## config.mk

```make
export PLATFORM = sky130hd
export DESIGN_NAME = reg_write_arbiter
export DESIGN_NICKNAME = d
export VERILOG_FILES = /design/src/rtl/reg_write_arbiter_pkg.sv /design/src/rtl/reg_write_arbiter_decoder.sv /design/src/rtl/reg_write_arbiter.sv
export SDC_FILE = /design/constraint.sdc
export NUM_CORES = 1
export LEC_CHECK = 0
export CAP_MARGIN = 20
export CORE_UTILIZATION = 41
export CTS_CLUSTER_SIZE = 24
export DETAILED_ROUTE_END_ITERATION = 10
export GPL_TIMING_DRIVEN = 1
export HOLD_SLACK_MARGIN = 0.02
export PLACE_DENSITY = 0.77
export SLEW_MARGIN = 20
export SYNTH_ARGS = -nofsm -noshare
export SYNTH_HDL_FRONTEND = slang
export SYNTH_HIERARCHICAL = 1
export SYNTH_SLANG_ARGS = --single-unit
export TNS_END_PERCENT = 5
```

## constraint.sdc

```tcl
create_clock -name clk -period 2.88 [get_ports clk]
set_input_delay 0.288 -clock clk [delete_from_list [all_inputs] [get_ports clk]]
set_output_delay 0.288 -clock clk [all_outputs]
set_load 0.01 [all_outputs]
```

## src/rtl/reg_write_arbiter_pkg.sv

```systemverilog
// Shared types and constants for the register-bank write arbiter.
// Package name reg_arb_pkg; imported by the arbiter and its decoder.
package reg_arb_pkg;

  typedef enum logic [1:0] {
    ST_IDLE = 2'd0,
    ST_OWN0 = 2'd1,
    ST_OWN1 = 2'd2
  } state_t;

  localparam int DEF_NUM_REGS = 4;
  localparam int DEF_ADDR_W   = 2;
  localparam int DEF_DATA_W   = 4;
  localparam int DEF_LOCK_MAX = 3;

  localparam int REQ_ALU  = 0;
  localparam int REQ_LOAD = 1;

endpackage

```

## src/rtl/reg_write_arbiter_decoder.sv

```systemverilog
// Address to one-hot register enable decoder.
// Addresses at or above NUM_REGS decode to all zeros.
module onehot_decoder
  import reg_arb_pkg::*;
#(
  parameter int NUM_REGS = DEF_NUM_REGS,
  parameter int ADDR_W   = DEF_ADDR_W
) (
  input  logic [ADDR_W-1:0]   addr,
  output logic [NUM_REGS-1:0] onehot
);

  always_comb begin
    onehot = '0;
    for (int i = 0; i < NUM_REGS; i++) begin
      if (addr == ADDR_W'(i)) onehot[i] = 1'b1;
    end
  end

endmodule

```

## src/rtl/reg_write_arbiter.sv

```systemverilog
// Round-robin, lockable arbiter for the register-bank write port.
// Define REG_WRITE_ARB_PERF_EN to add per-requester grant counters.
module reg_write_arbiter
  import reg_arb_pkg::*;
#(
  parameter int NUM_REGS = DEF_NUM_REGS,
  parameter int ADDR_W   = DEF_ADDR_W,
  parameter int DATA_W   = DEF_DATA_W,
  parameter int LOCK_MAX = DEF_LOCK_MAX
) (
  input  logic              clk,
  input  logic              reset,
  input  logic              req0_valid,
  input  logic [ADDR_W-1:0] req0_addr,
  input  logic [DATA_W-1:0] req0_data,
  input  logic              req0_lock,
  output logic              req0_ready,
  input  logic              req1_valid,
  input  logic [ADDR_W-1:0] req1_addr,
  input  logic [DATA_W-1:0] req1_data,
  input  logic              req1_lock,
  output logic              req1_ready,
  output logic [NUM_REGS-1:0] wr_en,
  output logic [DATA_W-1:0] wr_data,
  output logic              grant_owner,
  output logic              busy
`ifdef REG_WRITE_ARB_PERF_EN
  ,
  output logic [7:0]        grant_cnt0,
  output logic [7:0]        grant_cnt1
`endif
);

  localparam int CW = $clog2(LOCK_MAX + 1);

  state_t          state;
  logic            rr_ptr;
  logic [CW-1:0]   lock_cnt;

  logic            hold0;
  logic            hold1;
  logic            g0;
  logic            g1;
  logic            take;
  logic            glock;
  logic            keep;
  logic [CW-1:0]   base_cnt;
  logic [ADDR_W-1:0] gaddr;
  logic [DATA_W-1:0] gdata;
  logic [NUM_REGS-1:0] dec;

  assign hold0 = (state == ST_OWN0) && req0_valid;
  assign hold1 = (state == ST_OWN1) && req1_valid;

  always_comb begin
    g0 = 1'b0;
    g1 = 1'b0;
    unique case (1'b1)
      hold0: g0 = 1'b1;
      hold1: g1 = 1'b1;
      default: begin
        g0 = req0_valid & (~req1_valid | ~rr_ptr);
        g1 = req1_valid & (~req0_valid | rr_ptr);
      end
    endcase
  end

  assign req0_ready = g0;
  assign req1_ready = g1;
  assign take       = g0 | g1;
  assign gaddr      = g1 ? req1_addr : req0_addr;
  assign gdata      = g1 ? req1_data : req0_data;
  assign glock      = g1 ? req1_lock : req0_lock;

  // A new owner starts its burst count from zero
  assign base_cnt = (hold0 | hold1) ? lock_cnt : '0;
  assign keep     = glock && (int'(base_cnt) < LOCK_MAX - 1);

  onehot_decoder #(
    .NUM_REGS (NUM_REGS),
    .ADDR_W   (ADDR_W)
  ) u_dec (
    .addr   (gaddr),
    .onehot (dec)
  );

  always_ff @(posedge clk or negedge reset) begin
    if (!reset) begin
      state       <= ST_IDLE;
      rr_ptr      <= 1'b0;
      lock_cnt    <= '0;
      wr_en       <= '0;
      wr_data     <= '0;
      grant_owner <= 1'b0;
      busy        <= 1'b0;
    end else begin
      wr_en <= take ? dec : '0;
      busy  <= take & (|dec);
      if (take) begin
        wr_data     <= gdata;
        grant_owner <= g1 ? 1'(REQ_LOAD) : 1'(REQ_ALU);
      end
      if (take && keep) begin
        state    <= g1 ? ST_OWN1 : ST_OWN0;
        lock_cnt <= base_cnt + CW'(1);
      end else begin
        state    <= ST_IDLE;
        lock_cnt <= '0;
        if (take) rr_ptr <= ~g1;
      end
    end
  end

`ifdef REG_WRITE_ARB_PERF_EN
  always_ff @(posedge clk or negedge reset) begin
    if (!reset) begin
      grant_cnt0 <= '0;
      grant_cnt1 <= '0;
    end else begin
      if (g0 && grant_cnt0 != 8'hFF) grant_cnt0 <= grant_cnt0 + 8'd1;
      if (g1 && grant_cnt1 != 8'hFF) grant_cnt1 <= grant_cnt1 + 8'd1;
    end
  end
`endif

endmodule

```

==> results of run 1 <==
worst reg2reg max path: cells and delay by family, from the launching register on:
kind | cells | cell delay, ps
multiplexers | 1 | 410
AND/OR/NAND/NOR | 4 | 700
AO/OA/AOI/OAI | 1 | 390
flip-flops | 1 | 400
cells in the mapped netlist:
library cell / n / share of area (%)
buf_4: 1 / 1.0
nor2_1: 10 / 5.2
buf_6: 1 / 1.6
and3_1: 2 / 1.7
o311ai_4: 1 / 3.6
a21oi_1: 4 / 2.8
inv_2: 2 / 1.0
nand3b_1: 1 / 1.0
mux2_1: 2 / 3.1
and2_2: 1 / 1.0
o21ai_0: 2 / 1.4
and2b_2: 1 / 1.2
a21o_1: 2 / 2.1
nor2b_1: 7 / 6.0
nand2_1: 1 / 0.52
nor4_1: 1 / 0.86
mux2i_1: 5 / 6.9
nor2_2: 1 / 0.86
dfrtp_1: 15 / 52
nor4b_2: 1 / 2.1
nor3_1: 1 / 0.69
a22o_1: 1 / 1.2
and3b_1: 2 / 2.4
per-stage QoR:
| stage | total power [mW] | hold slack, ps | utilization, % |
|---|---|---|---|
| after floorplan | 0.325 | -7.59 | - |
| after detailed placement | 0.408 | 488 | 65.5 |
| final | 0.517 | 427 | 67.1 |
| after global placement | 0.405 | 484 | 65.5 |
| after CTS | 0.526 | 440 | 67.1 |
| after global routing | 0.545 | 493 | 67.1 |
power groups by stage:
stage	clock network, mW	registers, mW	logic [mW]
2_1_floorplan	0	0.261	0.0641
3_3_place_gp	0	0.253	0.152
3_5_place_dp	0	0.254	0.154
4_1_cts	0.122	0.250	0.155
5_1_grt	0.127	0.252	0.167
6_report	0.115	0.249	0.153
layer usage:
layer	GRT usage [%]	vias up
li1	-	291
met1	23.7	266
met2	29.1	21
met3	2.45	2
met4	7.27	0
met5	0	-
registers in the layout (all words and copies together) (netlist names):
name	flops
state	2
wr_data	4
grant_owner	1
busy	1
lock_cnt	2
rr_ptr	1
wr_en	4
final cells by class:
type                            count  share of cell area, %
Sequential cell                    15                   35.5
Multi-Input combinational cell     46                   30.6
Timing Repair Buffer               31                   28.8
Clock buffer                        4                   2.48
Tap cell                           16                   1.89
Inverter                            2                  0.709
final timing paths:
kind,start,endpoint
setup / recovery,req0_valid,req0_ready
hold / removal,reset,state[0]$_DFF_PN0_
setup reg to reg,rr_ptr$_DFFE_PN0P_,busy$_DFF_PN0_
hold reg to reg,grant_owner$_DFFE_PN0N_,grant_owner$_DFFE_PN0N_
max in group asynchronous,reset,grant_owner$_DFFE_PN0N_
min in group clk,grant_owner$_DFFE_PN0N_,grant_owner$_DFFE_PN0N_
cells by family after synthesis:
| family | Yosys count | synth area share, % |
|---|---|---|
| simple gates | 29 | 23.6 |
| flops | 15 | 51.7 |
| compound gates | 10 | 11.0 |
| mux | 7 | 10.0 |
| buf+inv | 4 | 3.62 |
==> summary by stage, run 1 <==
Outcome
The run finished, with violations left. The checks that failed: DRC.

Global route
After global routing the overflow that remains totals 0. The total routing resource utilization after global routing is 17.7%. The via count of the first global-routing pass is 608. The first global-routing pass estimated about 2.5 mm of wire.

The maximum number of pins on one net before global-route repair is 16. The initial antenna violation count is 0.

Clock network
The CTS tree is done. The clock drives 15 sinks. The clock root buffer is clkbuf_4.

The number of hold buffers added after cts is 0. The insertion delay of the later-clocked pin in the worst-skew pair is 270 ps. The clock-pin slew on the worst setup and hold paths is 90 ps.

The CTS buffer count is 3. CTS built an H-tree with a depth of 1. In this run, post-CTS repair resized a total of 0 instances.

The clock tree buffer depth is 2. Post-CTS timing repair inserted 0 buffers for setup.

Floorplan
The area of the die is 1940 um^2. The die is between 40 and 50 um wide. From bottom edge to top edge, the die measures 44.1 um. The region available for standard cell placement spans 1580 um^2. The cell row count is 14.

The initial standard-cell utilization of the core is 46.0%. 30 I/O pins were placed.

Power
The power per unit of standard cell area is a little under 500 nW/um^2. The internal power consumption is about 380 uW. The switching share of total power is between 20% and 30%. The net switching power is 137 uW. In this run, the combinational gates consume ~30% of the power. The portion of total power attributed to the clock network is 22.2%. Per report_power, the sequential group accounts for 48.2% of the total. The largest vdd supply drop is 278 uV. The analysis attributes to cell leakage a power of 0.477 nW.

Detailed routing
In this run, the number of DRC markers left after iteration 0 of detailed routing was 7. The detailed-route wire length is 1.49 mm. After detailed routing, the number of vias per cell comes to 5.09. In the detailed route, the total length drawn on met2 is 721 um.

Summed over all nets, wire length on met3 after detailed routing comes to roughly 80 um. After detailed routing, the wire length on met1 is around 670 um. After detailed routing, the average wire length per cell comes to 13.1 um. For this block, the via count after detailed routing is 580. The number of remaining DRC errors is 1. The first TritonRoute pass finished after 7 iterations.

The detail route stage leaves a number of antenna-violating nets equal to 0. The highest layer used for signal routing is met4.

Placement
Timing analysis after detailed placement gives a worst setup slack of 506 ps. The congestion estimate from routability-driven global placement came to 0.876. In this run the tool buffered the top-level ports with 29 buffer cells. The post-detailed-placement cell area is just over 1000 um^2. The cell count after placement is 110.

Final layout
Compared with the post-synthesis result, the final layout area differs by 45.9%. The final design area excluding fillers is between 1000 and 1500 um^2. The most common library cell in the layout ignoring fill and taps is clkdlybuf4s50_1. Once layout is complete, the cells apart from fillers number roughly 110. The number of nets at the end of the flow is 117. In the final layout, flip-flops and latches occupy 375 um^2. Summing all multi-input logic gate instances after layout gives 324 um^2. The share of cells above drive strength 1 is between 10% and 20%. The number of fill cells is 133. 0 antenna diodes ended up in the layout. In the layout the commonest cells are clkdlybuf4s50_1 (29), dfrtp_1 (15), nor2_1 (10), nor2b_1 (7), mux2i_1 (5).

Timing
Setup violations remaining at the end of the flow were counted as 0. The clock period minus worst slack is 2360 ps. Summed over all failing endpoints, the final setup total negative slack is 0 ps. The final-report max-slew violation count was 0.

For the final database, setup skew stands at ~1.8 ps. The highest achievable clock rate is 425 MHz. The post-route fraction of the period consumed by the critical path is 81.8%.

Measured against its own limit, the worst slew margin works out to 54.2%. The setup slack after layout is around 520 ps. The number of failing hold endpoints at the final stage is 0. Setup repair after global routing left no endpoint under its margin. For the pin with the worst max-slew slack, the measured transition is 684 ps.

Critical path
The critical path runs through a total of 6 cells. The worst setup path is captured at an output pin. The critical path's slowest cell is clkdlybuf4s50_1. The number of cells on the worst reg-to-reg path is 6. Among cell families on the critical path, the largest total delay comes from buffers and inverters.

The worst setup path is launched from a primary input. Of all nets on the critical path, the largest fanout is 6. The critical path arrival is 2070 ps. The buffer and inverter count on the worst path is 4. Setup slack on the worst reg-to-reg path comes out at just under 900 ps. At the worst endpoint, the required time is 2590 ps. In this design, the stage delay of the slowest critical-path cell is 550 ps. The class of the most critical setup path is in2out.

The signal on the critical path passes through clkdlybuf4s50_1, inv_2, o311ai_4, inv_2, nor2_2, clkdlybuf4s50_1.

Logic synthesis
The yosys synthesis warning count is 6. For this run, the register share of the synthesized area comes to 51.7%. The number of unique standard cell types used by synthesis is 23. The number of standard cells after synthesis is 65. After synthesis the netlist holds a flip-flop and latch count of 15. The mapped netlist covers about 730 um^2. The average cell area after synthesis is 11.2 um^2.

The net count after synthesis is 83.

Worst hold path
The tightest min-delay check is of the in2async type.

Flow run
The tool flagged a number of max-cap violations equal to 0.
Power figures use the tool's default switching activity.
==> run 2, diff against run 1 <==
clock period = 2.3 ns   (was 2.88 ns; I/O delays follow)
==> summary by stage, run 2 (synthesized netlist as in run 1, its figures left out) <==
Timing
RSZ-0062 raised after global routing: no (unchanged). The final-report setup violation count is 0 (unchanged). The setup slack after layout is 135 ps (was 525 ps). The final-report max-slew violation count came to 0 (unchanged). The actual slew at the worst max-slew pin came to 649 ps (was 684 ps). The final sum of negative setup slack is 0 ps (unchanged). The maximum clock skew at final layout is 1.62 ps (was 1.81 ps).

For this run, the top clock speed supported by timing is 462 MHz. The max-slew headroom at the worst pin was 56.6% (was 54.2%). The number of failing hold endpoints at the final stage is 0 (unchanged). For the finished layout, the period the worst path requires is 2170 ps.

After layout, the worst path uses 94.1% of the clock period. The final worst hold slack was 344 ps (was 427 ps).

Detailed routing
The number of remaining DRC errors is 1 (unchanged). The final routed wire length divided by cell count is 12.7 um (was 13.1 um). The via density per instance is 5.02 (was 5.09). The detailed-route wire length was 1.49 mm (about the same). The detailed-router iteration count before antenna repair came to 6 (was 7). The number of DRC markers after the initial detailed-route iteration is 4 (was 7). The via total after detailed routing is 587 (was 580). The post-route antenna net violation count is 0 (unchanged).

Flow run
The number of maximum-capacitance violations was 0 (unchanged).

Critical path
The class of the most critical setup path is reg2out (was in2out). The highest cell delay on the worst timing path is 540 ps (was 550 ps). The capture point of the worst reg-to-reg path is busy$_DFF_PN0_ (unchanged). The endpoint class of the critical path is an output pin (unchanged). The timing startpoint of the critical path is rr_ptr$_DFFE_PN0P_ (was req0_valid). The launch point of the worst reg-to-reg path was rr_ptr$_DFFE_PN0P_ (unchanged). The buffer and inverter count on the worst path came to 2 (was 4). Cells along the critical path: nor2b_1, o311ai_4, inv_2, nor2_2, clkdlybuf4s50_1 (was clkdlybuf4s50_1, inv_2, o311ai_4, inv_2, nor2_2, clkdlybuf4s50_1). The slack of the worst reg-to-reg path is 190 ps (was 870 ps). The kind of cell adding the most delay to the critical path was buffers and inverters (unchanged). The top fanout value on the critical path is 4 (was 6). The critical path arrival is 1940 ps (was 2070 ps). The launching element type of the critical path is a flop (was primary input). The critical path's slowest cell is clkdlybuf4s50_1 (unchanged). The cell count along the critical path came to 5 (was 6). The worst setup path endpoint is req0_ready (unchanged).

The required time of the critical path is 2070 ps (was 2590 ps). The number of cells traversed by the worst register-to-register path is 7 (was 6).

Global route
The initial antenna violation count was 0 (unchanged). The wire length of the first global-routing pass came to 2.53 mm (was 2.52 mm). The total routing resource utilization after global routing is 18.2% (was 17.7%).

The maximum number of pins on one net before global-route repair is 16 (unchanged). The via count of the first global-routing pass came to 562 (was 608). The leftover overflow at the end of global routing came to 0 (unchanged).

Final layout
Leading registers by flop count: wr_data: 4 flops, wr_en: 4 flops (unchanged). The number of nets at the end of the flow is 120 (was 117). The number of antenna cells inserted is 0 (unchanged). The most common library cell in the layout ignoring fill and taps is clkdlybuf4s50_1 (unchanged). The share of cells above drive strength 1 is 14.9% (was 12.2%). The area growth from synthesis to final layout is 49.0% (was 45.9%). Commonest non-fill, non-tap cells in the layout: clkdlybuf4s50_1 (29), dfrtp_1 (15), nor2_1 (10), nor2b_1 (7) (was clkdlybuf4s50_1 (29), dfrtp_1 (15), nor2_1 (10), nor2b_1 (7), mux2i_1 (5)).

Outcome
Result of the run: complete, but fails checks (unchanged). Violations in the final reports: DRC (unchanged).

Worst hold path
The worst hold path class is in2async (unchanged).

Power
The largest vdd supply drop is 332 uV (was 278 uV). The leakage power of the design is 0.491 nW (was 0.477 nW). The overall power after layout is 660 uW (was 517 uW). The power per unit of standard cell area is 611 nW/um^2 (was 488 nW/um^2).

Clock network
The level count of the clock H-tree is 1 (unchanged). The number of hold buffers added after cts is 0 (unchanged). The number of gates resized after cts was 0 (unchanged). The number of sinks driven by the clock tree is 15 (unchanged). The clock root buffer is clkbuf_4 (unchanged).

The insertion delay of the later-clocked pin in the worst-skew pair came to 280 ps (was 270 ps). The CTS tree is done (unchanged). The clock tree buffer depth is 2 (unchanged). The clock-pin slew on the worst setup and hold paths is 90 ps (about the same). The CTS buffer count is 3 (unchanged).

Floorplan
The I/O pin total came to 30 (unchanged). The die extent in y is 44.1 um (unchanged). The area of the die came to 1940 um^2 (unchanged). The width of the chip is 44.1 um (unchanged).

The initial standard-cell utilization of the core is 46.0% (unchanged). The cell row count is 14 (unchanged). The placeable core region is 1580 um^2 (unchanged).

Placement
The placement-stage worst setup slack is 40.2 ps (was 506 ps). The number of buffers inserted by port buffering is 29 (unchanged). The sum of net half-perimeters after detailed placement is 1.13 mm. The final weighted congestion in routability-driven placement came to 0.856 (was 0.876).
==> run 2: changes by cell type in the layout (fill, tap and decap cells not counted) <==
| cell | before | now |
|---|---|---|
| buf_4 | 2 | 5 |
==> run 2: worst min-delay path by stage <==
stage / start / end / slack, ps / cells after the start
6_report: reset / wr_data[1]$_DFFE_PN0N_ / 340 / 1
5_1_grt: reset / wr_data[0]$_DFFE_PN0N_ / 410 / 1
4_1_cts: reset / wr_data[0]$_DFFE_PN0N_ / 370 / 1
3_5_place_dp: grant_owner$_DFFE_PN0N_ / grant_owner$_DFFE_PN0N_ / 470 / 1
3_3_place_gp: grant_owner$_DFFE_PN0N_ / grant_owner$_DFFE_PN0N_ / 470 / 1
2_1_floorplan: reset / busy$_DFF_PN0_ / -70 / 0
==> run 2: where the power goes <==
part | total [mW] | internal, mW | switching, mW
clock network | 0.149 | 0.0672 | 0.0815
registers | 0.312 | 0.295 | 0.0172
logic | 0.199 | 0.120 | 0.0795
total | 0.660 | 0.482 | 0.178
==> run 2: layout make-up <==
| cell class | instances | area [um^2] |
|---|---|---|
| inverters | 2 | 7.51 |
| multi-input cells | 46 | 324 |
| repair buffers | 34 | 328 |
| clock buffers | 4 | 26.3 |
| well taps | 16 | 20.0 |
| flip-flops and latches | 15 | 375 |
| fillers | 120 | 495 |
==> run 2: worst reg2reg max path: stages, from the launching register on <==
cell and delay, ps:
dfrtp_1 400, nor2b_1 160, o311ai_4 340, buf_4 190
mux2_1 360, and2_2 210, nor4_1 260, nor2_1 70
==> run 2: routing by layer <==
layer	up-vias	share of wire, %	global-route usage, %	wire length (um)
met2	21	46	27.1	683
li1	297	-	-	-
met1	267	48	25.2	708
met5	-	0	0	0
met4	0	1.1	5.45	17
met3	2	5.2	6.53	77
==> run 2: stage by stage <==
| stage | cells | cell area, um^2 | utilization (%) |
|---|---|---|---|
| final | 117 | 1080 | 68.6 |
| after global routing | 117 | 1080 | 68.6 |
| after CTS | 116 | 1070 | 68.1 |
| after detailed placement | 112 | 1050 | 66.4 |
| after global placement | 112 | 1050 | 66.4 |
| after floorplan | 65 | 726 | - |
==> run 2: what timing repair did <==
item	in CTS	in global routing
setup endpoints to repair	0	1
endpoints found under the hold margin	0	0
setup buffers	0	1
